**src/rtl/cpu_pkg.sv**
```systemverilog
// Shared CPU constants: default datapath widths, reset fetch address and the NOP encoding.
package cpu_pkg;
    localparam int          CPU_ADDR_WIDTH  = 8;
    localparam int          CPU_INSTR_WIDTH = 32;
    localparam int          CPU_RESET_PC    = 0;
    localparam logic [31:0] NOP_INSTR       = 32'h0000_0013;
endpackage

```
**src/rtl/fetch_fifo.sv**
```systemverilog
// Two-entry synchronous FIFO holding {instruction, pc} pairs between fetch and decode.
// Flush empties it in one cycle and takes priority over push and pop.
module fetch_fifo
    import cpu_pkg::*;
#(
    parameter int WIDTH = CPU_INSTR_WIDTH + CPU_ADDR_WIDTH
) (
    input  logic             clk,
    input  logic             reset_n,
    input  logic             flush,
    input  logic             push,
    input  logic [WIDTH-1:0] push_data,
    input  logic             pop,
    output logic             head_valid,
    output logic [WIDTH-1:0] head_data,
    output logic [1:0]       count
);
    logic [WIDTH-1:0] mem [2];
    logic             rd_ptr;
    logic             wr_ptr;
    logic             do_pop;

    assign head_valid = (count != 2'd0);
    assign head_data  = mem[rd_ptr];
    assign do_pop     = pop & head_valid;

    always_ff @(posedge clk) begin
        if (!reset_n) begin
            rd_ptr <= 1'b0;
            wr_ptr <= 1'b0;
            count  <= 2'd0;
            mem[0] <= '0;
            mem[1] <= '0;
        end else if (flush) begin
            rd_ptr <= 1'b0;
            wr_ptr <= 1'b0;
            count  <= 2'd0;
        end else begin
            if (push) begin
                mem[wr_ptr] <= push_data;
                wr_ptr      <= wr_ptr + 1'b1;
            end
            if (do_pop) begin
                rd_ptr <= rd_ptr + 1'b1;
            end
            count <= count + {1'b0, push} - {1'b0, do_pop};
        end
    end

    // The upstream credit rule must never let a push land on a full buffer.
    assert property (@(posedge clk) disable iff (!reset_n) !(push && !flush && count == 2'd2));
endmodule

```
**src/rtl/cpu_fetch.sv**
```systemverilog
// Instruction fetch stage: sequential PC generation, 1-cycle-latency imem reads,
// a 2-entry output buffer and redirect (branch/jump) flush.
module cpu_fetch
    import cpu_pkg::*;
#(
    parameter int ADDR_WIDTH  = CPU_ADDR_WIDTH,
    parameter int INSTR_WIDTH = CPU_INSTR_WIDTH,
    parameter int RESET_PC    = CPU_RESET_PC
) (
    input  logic                   clk,
    input  logic                   reset_n,
    output logic                   imem_rd_en,
    output logic [ADDR_WIDTH-1:0]  imem_addr,
    input  logic [INSTR_WIDTH-1:0] imem_rdata,
    input  logic                   redirect,
    input  logic [ADDR_WIDTH-1:0]  redirect_pc,
    output logic                   instr_valid,
    output logic [INSTR_WIDTH-1:0] instr,
    output logic [ADDR_WIDTH-1:0]  instr_pc,
    input  logic                   instr_ready
);
    localparam int ENTRY_W = INSTR_WIDTH + ADDR_WIDTH;

    logic [ADDR_WIDTH-1:0] pc;
    logic [ADDR_WIDTH-1:0] resp_pc;
    logic                  inflight;
    logic                  kill;
    logic                  push;
    logic                  pop;
    logic                  issue;
    logic [1:0]            count;
    logic [2:0]            occupancy;
    logic [2:0]            limit;
    logic [ENTRY_W-1:0]    head_data;

    // Handshake: an instruction moves to decode in a cycle where instr_valid and
    // instr_ready are both 1; instr_valid never depends on instr_ready.
    assign pop = instr_valid & instr_ready;

    // Credit check: buffered + in-flight, minus the one leaving now, must stay below 2.
    assign occupancy = {1'b0, count} + {2'b00, inflight};
    assign limit     = 3'd2 + {2'b00, pop};
    assign issue     = reset_n & ~redirect & (occupancy < limit);

    // A redirect kills the response of the read issued in the previous cycle.
    assign kill = redirect & inflight;
    assign push = inflight & ~kill;

    assign imem_rd_en = issue;
    assign imem_addr  = pc;

    always_ff @(posedge clk) begin
        if (!reset_n) begin
            pc       <= ADDR_WIDTH'(RESET_PC);
            resp_pc  <= '0;
            inflight <= 1'b0;
        end else if (redirect) begin
            pc       <= redirect_pc;
            inflight <= 1'b0;
        end else begin
            inflight <= issue;
            if (issue) begin
                pc      <= pc + ADDR_WIDTH'(1);
                resp_pc <= pc;
            end
        end
    end

    fetch_fifo #(.WIDTH(ENTRY_W)) u_fifo (
        .clk        (clk),
        .reset_n    (reset_n),
        .flush      (redirect),
        .push       (push),
        .push_data  ({imem_rdata, resp_pc}),
        .pop        (pop),
        .head_valid (instr_valid),
        .head_data  (head_data),
        .count      (count)
    );

    assign {instr, instr_pc} = head_data;
endmodule

```
**config.mk**
```make
export PLATFORM = sky130hd
export DESIGN_NAME = cpu_fetch
export DESIGN_NICKNAME = d
export VERILOG_FILES = /design/src/rtl/cpu_pkg.sv /design/src/rtl/fetch_fifo.sv /design/src/rtl/cpu_fetch.sv
export SDC_FILE = /design/constraint.sdc
export NUM_CORES = 1
export LEC_CHECK = 0
export ABC_CLOCK_PERIOD_IN_PS = 4050
export CAP_MARGIN = 20
export CORE_MARGIN = 8
export CORE_UTILIZATION = 30
export DETAILED_ROUTE_END_ITERATION = 8
export SYNTH_ARGS = -nofsm -noshare
export SYNTH_HDL_FRONTEND = slang
export SYNTH_SLANG_ARGS = --single-unit
```
**constraint.sdc**
```tcl
create_clock -name clk -period 4.05 [get_ports clk]
set_input_delay 0.405 -clock clk [delete_from_list [all_inputs] [get_ports clk]]
set_output_delay 0.405 -clock clk [all_outputs]
set_load 0.05 [all_outputs]
```
==> results of run 1 <==
## power by group through the flow
| stage | Clock (W) | Combinational, W | Sequential [W] |
|---|---|---|---|
| 3_3_place_gp | 0 | 0.000326 | 0.00122 |
| 2_1_floorplan | 0 | 0.000171 | 0.00124 |
| 3_5_place_dp | 0 | 0.000328 | 0.00122 |
| 4_1_cts | 0.000896 | 0.000329 | 0.00120 |
| 5_1_grt | 0.000940 | 0.000344 | 0.00120 |
| 6_report | 0.000877 | 0.000324 | 0.00120 |
## worst min path at each step
stage | start | end | slack [ns] | cells past startpoint
floorplan | resp_pc[0] | resp_pc[0] | 0.46 | 2
finish | resp_pc[7] | resp_pc[7] | 0.49 | 2
global route | resp_pc[3] | resp_pc[3] | 0.52 | 2
global placement | resp_pc[3] | resp_pc[3] | 0.47 | 2
detailed placement | resp_pc[7] | resp_pc[7] | 0.48 | 2
CTS | resp_pc[7] | resp_pc[7] | 0.49 | 2
## cell type report
| class | instances | share of cell area, % |
|---|---|---|
| clock buffer | 15 | 4.51 |
| timing repair buffer | 101 | 16.6 |
| sequential | 102 | 47.7 |
| clock inverter | 1 | 0.504 |
| tap | 184 | 3.86 |
| multi-input combinational | 212 | 26.2 |
| inverter | 9 | 0.567 |
## routing by layer
layer | track usage (%) | wire length (µm)
met5 | 0 | 0
met4 | 2.75 | 74
met3 | 3.63 | 535
met2 | 17.1 | 4830
met1 | 13.1 | 4690
## registers in the layout, summed over array words and instances, names as in the netlist, named ones only
name           count
u_fifo.wr_ptr      1
u_fifo.mem        80
resp_pc            8
inflight           1
u_fifo.count       2
imem_addr          8
u_fifo.rd_ptr      1
## kinds of logic (layout without fill, tap and decap cells)
kind of cell | count (synthesis) | after routing | synth area share, %
mux | 40 | 40 | 10.0
fa+ha+maj | 5 | 5 | 1.39
xor+xnor | 4 | 4 | 0.779
buf+inv | 28 | 126 | 2.47
simple gates | 123 | 123 | 16.5
flops | 102 | 102 | 63.2
compound gates | 40 | 40 | 5.70
## critical path, stage by stage
cell and delay, ns:
sky130_fd_sc_hd__clkdlybuf4s50_1 0.45, sky130_fd_sc_hd__buf_4 0.20, sky130_fd_sc_hd__nand2b_1 0.18, sky130_fd_sc_hd__nor2_1 0.13, sky130_fd_sc_hd__buf_4 0.18, sky130_fd_sc_hd__nand2_1 0.12, sky130_fd_sc_hd__inv_1 0.14, sky130_fd_sc_hd__clkdlybuf4s50_1 0.82
## Yosys cell counts (3+ instances only)
master / instances / share of area, %
sky130_fd_sc_hd__a21oi_1: 9 / 1.0
sky130_fd_sc_hd__and2_1: 81 / 11
sky130_fd_sc_hd__buf_1: 3 / 0.25
sky130_fd_sc_hd__clkbuf_1: 14 / 1.2
sky130_fd_sc_hd__dfxtp_1: 22 / 9.8
sky130_fd_sc_hd__edfxtp_1: 80 / 53
sky130_fd_sc_hd__ha_1: 5 / 1.4
sky130_fd_sc_hd__inv_1: 9 / 0.75
sky130_fd_sc_hd__mux2_2: 40 / 10
sky130_fd_sc_hd__nand2_1: 4 / 0.33
sky130_fd_sc_hd__nand2b_1: 3 / 0.42
sky130_fd_sc_hd__nand3_1: 15 / 1.7
sky130_fd_sc_hd__nand3b_1: 3 / 0.50
sky130_fd_sc_hd__nor2_1: 5 / 0.42
sky130_fd_sc_hd__o211ai_1: 5 / 0.83
sky130_fd_sc_hd__o21ai_0: 13 / 1.4
sky130_fd_sc_hd__o311ai_0: 6 / 1.2
## through the flow
step | worst slack, ns | total power, W | cells | hold WS [ns]
after floorplan | 0.110 | 0.00141 | 342 | 0.458
after global placement | 1.06 | 0.00155 | 608 | 0.470
after detailed placement | 1.04 | 0.00155 | 608 | 0.480
after CTS | 1.02 | 0.00242 | 624 | 0.489
after global routing | 0.861 | 0.00249 | 624 | 0.520
final | 1.01 | 0.00240 | 624 | 0.489
==> flow_summary_export.csv, run 1 <==
group,metric,value,unit
pwr,power.density,402,mW/mm²
placed_design,port_buffers,93,
finish,multiInputGateArea,0.00157,mm²
cts,max-clock-path-buffers,2,
drt,drt_pass1_iterations,4,
grt,grt_pass1_vias,3097,
yosys,netlist_area,0.00450,mm²
drt,route.detailed.drc,0,
grt,global_route.usage.total,10.5,%
sta,worst_clock_skew,0.00416,ns
placed_design,detailed_place.area,0.00566,mm²
placed_design,routabilityCongestion,0.800,
yosys,synth-edff-count,80,
drt,drtAntennaViolNets,0,
finish,nets,484,
sta,timing.final.crit_share,75.1,%
yosys,yosysUniqueCellTypes,36,
setup_path,timing.reg2reg.setup_slack,2.01,ns
cts,cts_buffers,9,
setup_path,critPathLaunchType,"input pin",
cts,tritoncts,"yes",
cts,clock_insertion_delay_worst_skew,0.33,ns
setup_path,critical_path.startpoint,"reset_n",
sta,unrepaired_setup_endpoints_after_global_routing,"false",
setup_path,worst_setup_endpoint,"imem_rd_en",
sta,setup-tns-final,0,ns
yosys,synth_seq_cells,102,
finish,final_design_area_excluding_fillers,0.00596,mm²
drt,detail_route.iter0.violations,148,
finish,finish.utilization,40.9,%
finish,count_of_filler_cells_inserted_in_the_layout,1350,
pwr,combinational_power_share,13.5,%
setup_path,worstReg2RegStart,"inflight",
drt,route.vias.total,2931,
grt,grt_total_ovfl,0,
sta,tightest_slew,1.05,ns
yosys,netlist_instances,342,
setup_path,worstSetupEndpointType,"primary output",
floorplan,top_level_i_o_count,94,
cts,htree_num_levels,3,
sta,final-max-slew-violation-count,0,
yosys,synth-warning-count,0,
setup_path,cp_data_required_time,3.64,ns
cts,cts.clk_slew.worst_paths,0.07,ns
pwr,share_clk_of_total_power,36.5,%
finish,layout_commonest_cell,"sky130_fd_sc_hd__clkdlybuf4s50_1",
floorplan,die_area,0.0192,mm²
sta,setup_viol_count_final,0,
cts,post_cts_resize_count,0,
run,cap_viol_max_count,0,
pwr,seqPwrFrac,50.0,%
grt,antenna_found_initial,0,
sta,max_freq,329,MHz
finish,mostFrequentLayoutCells,"sky130_fd_sc_hd__clkdlybuf4s50_1, sky130_fd_sc_hd__and2_1, sky130_fd_sc_hd__edfxtp_1",
yosys,synth_sequential_area_ratio,63.2,%
drt,via_per_inst,4.70,
finish,ff_latch_area,0.00284,mm²
cts,post-cts-setup-buffer-count,0,
floorplan,placement_rows,44,
drt,drt_wl_total,10.1,mm
pwr,swShare,24.0,%
sta,min_period,3.04,ns
cts,cts_num_sinks,102,
finish,area.growth.synth_to_final,32.5,%
yosys,most_used_dff_post_synth,"sky130_fd_sc_hd__edfxtp_1",
cts,cts.hold.buffers_added,0,
sta,timing_hold_violations_final,0,
floorplan,initial_utilization,30.8,%
cts,cts.root.buffer_cell,"sky130_fd_sc_hd__clkbuf_16",
grt,grt_first_pass_wirelength,16.4,mm
placed_design,hpwlAfterDp,6.42,mm
min_path,hp-class,"reg2reg",
floorplan,fp.dieH,138,µm
yosys,syn-mean-instance-area,13.2,µm²
drt,wl_per_cell,16.2,µm
outcome,outcome,"complete, no violations",
floorplan,die_outline_width,138,µm
setup_path,timing.setup.critical_path_class,"in2out",
setup_path,r2r.worst_path.cells,4,
pwr,ir_worst_vdd,0.219,mV
yosys,postSynthNetCount,391,
pwr,p_int,0.00182,W
setup_path,critical_path_peak_fanout,15,
sta,slew-limit-headroom,29.7,%
finish,antenna-diode-count,0,
grt,grt_start_max_net_pins,41,
finish,drive_gt1_share,15.2,%
pwr,power.switching,0.000577,W
yosys,postSynth.asyncResetShare,0,%
floorplan,core_area,0.0146,mm²
setup_path,timing.critical_path.arrival,2.64,ns
pwr,leakagePower,2.17,nW
setup_path,r2r_end,"u_fifo.mem[1][1]",
Note: power is estimated with default switching activity, not from simulation.
==> run 2: changes to the inputs <==
--- a/config.mk
+++ b/config.mk
@@ -5,7 +5,7 @@
 export SDC_FILE = /design/constraint.sdc
 export NUM_CORES = 1
 export LEC_CHECK = 0
-export ABC_CLOCK_PERIOD_IN_PS = 4050
+export ABC_CLOCK_PERIOD_IN_PS = 2900
 export CAP_MARGIN = 20
 export CORE_MARGIN = 8
 export CORE_UTILIZATION = 30
==> constraint.sdc (replaced) <==
create_clock -name clk -period 2.9 [get_ports clk]
set_input_delay 0.29 -clock clk [delete_from_list [all_inputs] [get_ports clk]]
set_output_delay 0.29 -clock clk [all_outputs]
set_load 0.05 [all_outputs]
==> flow_summary_export.csv, run 2 (synthesis results as in run 1) <==
group,metric,value,unit
outcome,outcome,"complete, no violations",
placed_design,port_buffers,93,
grt,grt_start_max_net_pins,41,
drt,drt_pass1_iterations,4,
floorplan,die_outline_width,138,µm
cts,cts.clk_slew.worst_paths,0.07,ns
sta,slew-limit-headroom,61.8,%
drt,top_layer_used,"met4",
sta,min_period,2.54,ns
placed_design,routabilityCongestion,0.838,
drt,met2_wirelength,4.91,mm
setup_path,cp_data_required_time,2.61,ns
cts,clock_insertion_delay_worst_skew,0.34,ns
pwr,p_int,0.00259,W
floorplan,placement_rows,44,
drt,drt_wl_total,9.98,mm
finish,largest_register_ffs,80,
setup_path,timing.critical_path.arrival,2.25,ns
floorplan,die_area,0.0192,mm²
floorplan,core_area,0.0146,mm²
pwr,power.density,564,mW/mm²
finish,area.growth.synth_to_final,34.7,%
sta,setup-tns-final,0,ns
pwr,swShare,24.3,%
sta,final-max-slew-violation-count,0,
drt,wl_per_cell,15.9,µm
placed_design,hpwlAfterDp,6.77,mm
drt,drtAntennaViolNets,0,
sta,timing.final.crit_share,87.7,%
drt,route.vias.total,2954,
sta,fin_worst_hold_slack,0.489,ns
setup_path,worst_setup_endpoint,"instr[4]",
floorplan,top_level_i_o_count,94,
finish,count_of_filler_cells_inserted_in_the_layout,1345,
pwr,share_clk_of_total_power,37.5,%
finish,layout_commonest_cell,"sky130_fd_sc_hd__clkdlybuf4s50_1",
sta,unrepaired_setup_endpoints_after_global_routing,"false",
sta,setup_viol_count_final,0,
grt,grt_total_ovfl,0,
finish,nets,486,
drt,via_per_inst,4.72,
run,cap_viol_max_count,0,
floorplan,fp.dieH,138,µm
setup_path,timing.setup.critical_path_class,"reg2out",
cts,cts_num_sinks,102,
sta,worst_clock_skew,0.00798,ns
floorplan,initial_utilization,30.8,%
drt,detail_route.iter0.violations,118,
sta,max_freq,393,MHz
setup_path,timing.reg2reg.setup_slack,1.08,ns
setup_path,worstReg2RegStart,"imem_addr[0]",
finish,ff_latch_area,0.00284,mm²
sta,timing_hold_violations_final,0,
finish,mostFrequentLayoutCells,"sky130_fd_sc_hd__clkdlybuf4s50_1, sky130_fd_sc_hd__and2_1, sky130_fd_sc_hd__edfxtp_1",
pwr,seqPwrFrac,48.9,%
grt,grt_first_pass_wirelength,16.5,mm
cts,htree_num_levels,3,
pwr,combinational_power_share,13.6,%
setup_path,critPathLaunchType,"register",
grt,global_route.usage.total,10.6,%
pwr,ir_worst_vdd,0.239,mV
grt,grt_pass1_vias,3202,
finish,multiInputGateArea,0.00157,mm²
drt,route.detailed.drc,0,
setup_path,worstSetupEndpointType,"primary output",
finish,drive_gt1_share,17.0,%
grt,antenna_found_initial,0,
drt,wl_met1,4.25,mm
cts,cts.hold.buffers_added,0,
sta,tightest_slew,0.571,ns
setup_path,r2r_end,"imem_addr[6]",
cts,post-cts-setup-buffer-count,0,
cts,cts_buffers,9,
min_path,hp-class,"reg2reg",
pwr,power.switching,0.000831,W
cts,max-clock-path-buffers,2,
finish,regMostFlops,"u_fifo.mem",
setup_path,critical_path_peak_fanout,25,
pwr,leakagePower,2.21,nW
drt,met3_wire_length,644,µm
cts,cts.root.buffer_cell,"sky130_fd_sc_hd__clkbuf_16",
cts,post_cts_resize_count,0,
finish,antenna-diode-count,0,
setup_path,r2r.worst_path.cells,5,
cts,tritoncts,"yes",
-- run 2: changes by cell type in the layout (fill, tap and decap cells not counted), moves of 2 or more --
cell,delta
sky130_fd_sc_hd__buf_12,+5
sky130_fd_sc_hd__clkbuf_1,-5
sky130_fd_sc_hd__buf_4,-2
sky130_fd_sc_hd__clkinvlp_4,+2
-- run 2: per-stage QoR --
stage	util (%)	std cells	worst slack, ns	area (µm²)	total power (W)
floorplan	-	342	0.0544	4500	0.00196
global placement	39.3	610	0.684	5740	0.00217
finish	41.6	626	0.357	6060	0.00342
global route	41.6	626	0.250	6060	0.00355
detailed placement	39.3	610	0.662	5740	0.00218
CTS	41.6	626	0.306	6060	0.00346
-- run 2: area by class of cell --
class,instances,area share [%]
Sequential cell,102,46.9
Multi-Input combinational cell,212,25.8
Timing Repair Buffer,103,17.6
Tap cell,184,3.80
Clock buffer,9,3.72
Clock inverter,7,1.61
Inverter,9,0.557
-- run 2: layer usage --
layer | track usage (%) | vias to the layer above
met5 | 0 | -
met4 | 3.89 | 0
met3 | 3.53 | 12
met2 | 18.2 | 92
met1 | 12.1 | 1431
li1 | - | 1419
-- run 2: worst min-delay path by stage --
stage	start	to	slack [ns]	cells past startpoint
3_3_place_gp	resp_pc[4]	resp_pc[4]	0.48	2
3_5_place_dp	resp_pc[4]	resp_pc[4]	0.48	2
2_1_floorplan	redirect_pc[0]	imem_addr[0]	0.45	2
5_1_grt	resp_pc[4]	resp_pc[4]	0.53	2
6_report	resp_pc[4]	resp_pc[4]	0.49	2
4_1_cts	resp_pc[4]	resp_pc[4]	0.49	2
-- run 2: power by group through the flow --
stage               clock network (W)  logic, W  registers [W]
finish                        0.00128  0.000465        0.00167
global route                  0.00137  0.000494        0.00168
CTS                           0.00131  0.000473        0.00167
detailed placement                  0  0.000471        0.00171
global placement                    0  0.000468        0.00170
floorplan                           0  0.000238        0.00173
-- run 2: critical path, stage by stage (launching register included) --
cell and delay, ns:
sky130_fd_sc_hd__dfxtp_2 0.59, sky130_fd_sc_hd__buf_12 0.24, sky130_fd_sc_hd__mux2_2 0.36, sky130_fd_sc_hd__clkdlybuf4s50_1 0.70
==> run 3: changes to the inputs <==
--- a/config.mk
+++ b/config.mk
@@ -5,6 +5,7 @@
 export SDC_FILE = /design/constraint.sdc
 export NUM_CORES = 1
 export LEC_CHECK = 0
+export ABC_AREA = 1
 export ABC_CLOCK_PERIOD_IN_PS = 2900
 export CAP_MARGIN = 20
 export CORE_MARGIN = 8
==> flow_summary_export.csv, run 3 <==
group,metric,value,unit
placed_design,hpwlAfterDp,6.29,mm
cts,cts_num_sinks,102,
setup_path,r2r.worst_path.cells,9,
finish,area.growth.synth_to_final,32.2,%
sta,fin_worst_hold_slack,0.485,ns
yosys,postSynth.asyncResetShare,0,%
yosys,synth-edff-count,80,
drt,drtAntennaViolNets,0,
pwr,ir_worst_vdd,0.239,mV
pwr,leakagePower,2.37,nW
floorplan,top_level_i_o_count,94,
pwr,power.density,557,mW/mm²
min_path,min_delay_path_depth,2,
min_path,hp-class,"reg2reg",
yosys,synth_sequential_area_ratio,63.2,%
setup_path,critPathLaunchType,"register",
yosys,synth_top_area_share,53.4,%
drt,detail_route.iter0.violations,188,
cts,cts_buffers,9,
floorplan,fp.dieH,138,µm
min_path,hold_path_startpoint,"resp_pc[4]",
yosys,yosysUniqueCellTypes,26,
floorplan,placement_rows,44,
min_path,holdPathEnd,"resp_pc[4]",
drt,drt_wl_total,9.61,mm
sta,timing_hold_violations_final,0,
yosys,synth_top_cell_by_area,"sky130_fd_sc_hd__edfxtp_1",
sta,max_freq,428,MHz
placed_design,port_buffers,93,
sta,timing.final.crit_share,80.6,%
finish,count_of_filler_cells_inserted_in_the_layout,1420,
finish,antenna-diode-count,0,
outcome,outcome,"complete, no violations",
finish,ff_latch_area,0.00284,mm²
grt,grt_first_pass_wirelength,15.8,mm
floorplan,die_area,0.0192,mm²
setup_path,worstSetupEndpointType,"primary output",
cts,htree_num_levels,3,
drt,route.vias.total,3029,
placed_design,routabilityCongestion,0.830,
cts,cts.root.buffer_cell,"sky130_fd_sc_hd__clkbuf_16",
cts,post-cts-setup-buffer-count,0,
setup_path,timing.setup.critical_path_class,"reg2out",
setup_path,timing.critical_path.arrival,2.05,ns
finish,mostFrequentLayoutCells,"sky130_fd_sc_hd__clkdlybuf4s50_1, sky130_fd_sc_hd__nor2_1, sky130_fd_sc_hd__edfxtp_1",
floorplan,initial_utilization,30.8,%
cts,clock_insertion_delay_worst_skew,0.34,ns
placed_design,cell_count_after_placement,669,
sta,tightest_slew,0.566,ns
setup_path,r2r_end,"imem_addr[5]",
setup_path,worstReg2RegStart,"inflight",
yosys,most_used_dff_post_synth,"sky130_fd_sc_hd__edfxtp_1",
finish,regMostFlops,"u_fifo.mem",
grt,grt_pass1_vias,3133,
sta,worst_clock_skew,0.00587,ns
yosys,netlist_area,0.00450,mm²
sta,setup_viol_count_final,0,
sta,slew-limit-headroom,62.1,%
yosys,synth_top_cells_by_count,"sky130_fd_sc_hd__nor2_1, sky130_fd_sc_hd__edfxtp_1, sky130_fd_sc_hd__inv_1, sky130_fd_sc_hd__mux2_2, sky130_fd_sc_hd__nand2_1",
drt,drt_pass1_iterations,4,
finish,drive_gt1_share,15.6,%
yosys,synthTopCellsByArea,"sky130_fd_sc_hd__edfxtp_1, sky130_fd_sc_hd__mux2_2, sky130_fd_sc_hd__dfxtp_1, sky130_fd_sc_hd__nor2_1, sky130_fd_sc_hd__inv_1",
grt,grt_start_max_net_pins,41,
finish,finish.utilization,40.8,%
grt,grt_total_ovfl,0,
cts,cts.clk_slew.worst_paths,0.07,ns
finish,multiInputGateArea,0.00133,mm²
run,cap_viol_max_count,0,
sta,min_period,2.34,ns
yosys,syn-mean-instance-area,11.1,µm²
finish,largest_register_ffs,80,
setup_path,critical_path_peak_fanout,40,
yosys,postSynthNetCount,455,
floorplan,die_outline_width,138,µm
setup_path,timing.reg2reg.setup_slack,1.13,ns
sta,final-max-slew-violation-count,0,
setup_path,cp_data_required_time,2.61,ns
cts,cts.hold.buffers_added,0,
yosys,synth-warning-count,0,
finish,layout_commonest_cell,"sky130_fd_sc_hd__clkdlybuf4s50_1",
sta,setup-tns-final,0,ns
yosys,netlist_instances,406,
cts,max-clock-path-buffers,2,
sta,unrepaired_setup_endpoints_after_global_routing,"false",
grt,global_route.usage.total,10.2,%
cts,post_cts_resize_count,0,
cts,tritoncts,"yes",
finish,nets,545,
yosys,synth_seq_cells,102,
drt,wl_per_cell,14.0,µm
drt,via_per_inst,4.42,
drt,route.detailed.drc,0,
grt,antenna_found_initial,0,
finish,finish.cell_count_without_fillers,685,
yosys,post-synth-top-count-cell,"sky130_fd_sc_hd__nor2_1",
floorplan,core_area,0.0146,mm²
==> run 3: layer usage <==
| layer | wire [µm] | vias up | global-route usage, % |
|---|---|---|---|
| met4 | 147 | 0 | 4.29 |
| met2 | 4680 | 75 | 16.8 |
| met3 | 513 | 11 | 3.18 |
| li1 | - | 1515 | - |
| met5 | 0 | - | 0 |
| met1 | 4270 | 1428 | 12.0 |
==> run 3: where the power goes <==
part / total, W / switching [W] / internal (W)
sequential: 0.00167 / 0.0000311 / 0.00164
clock: 0.00116 / 0.000500 / 0.000658
combinational: 0.000484 / 0.000297 / 0.000187
==> run 3: cell families after synthesis <==
family | count (synthesis) | share of synthesized area [%]
XOR/XNOR | 4 | 0.779
AND/OR/NAND/NOR | 147 | 13.6
multiplexers | 40 | 10.0
flip-flops | 102 | 63.2
AO/OA/AOI/OAI | 31 | 3.53
buffers and inverters | 77 | 7.53
adder cells (fa/ha/maj) | 5 | 1.39
==> run 3: worst max path at each step <==
| stage | from | endpoint | cells past startpoint |
|---|---|---|---|
| final | register | instr_pc[2] | 3 |
| after floorplan | redirect | u_fifo.mem[1][0] | 7 |
| after global placement | redirect | imem_rd_en | 7 |
| after global routing | register | instr_pc[2] | 3 |
| after detailed placement | redirect | imem_rd_en | 7 |
| after CTS | register | instr_pc[2] | 3 |
==> run 3: per-stage QoR <==
stage | cell area [µm²] | power (W) | setup WS (ns)
after global placement | 5660 | 0.00219 | 0.641
after floorplan | 4500 | 0.00200 | 0.728
after CTS | 5950 | 0.00337 | 0.520
after global routing | 5950 | 0.00346 | 0.480
after detailed placement | 5660 | 0.00220 | 0.596
final | 5950 | 0.00332 | 0.561
==> run 3: final cells by class <==
class | count | share of cell area [%]
clock buffer | 12 | 4.50
clock inverter | 4 | 0.463
inverter | 57 | 3.76
multi-input combinational | 227 | 22.4
sequential | 102 | 47.8
tap | 184 | 3.87
timing repair buffer | 99 | 17.2
==> run 3: critical path, cell delays in order (launching register included) <==
cell and delay [ns]:
sky130_fd_sc_hd__dfxtp_2 0.35, sky130_fd_sc_hd__buf_12 0.24, sky130_fd_sc_hd__mux2_2 0.37, sky130_fd_sc_hd__clkdlybuf4s50_1 0.74
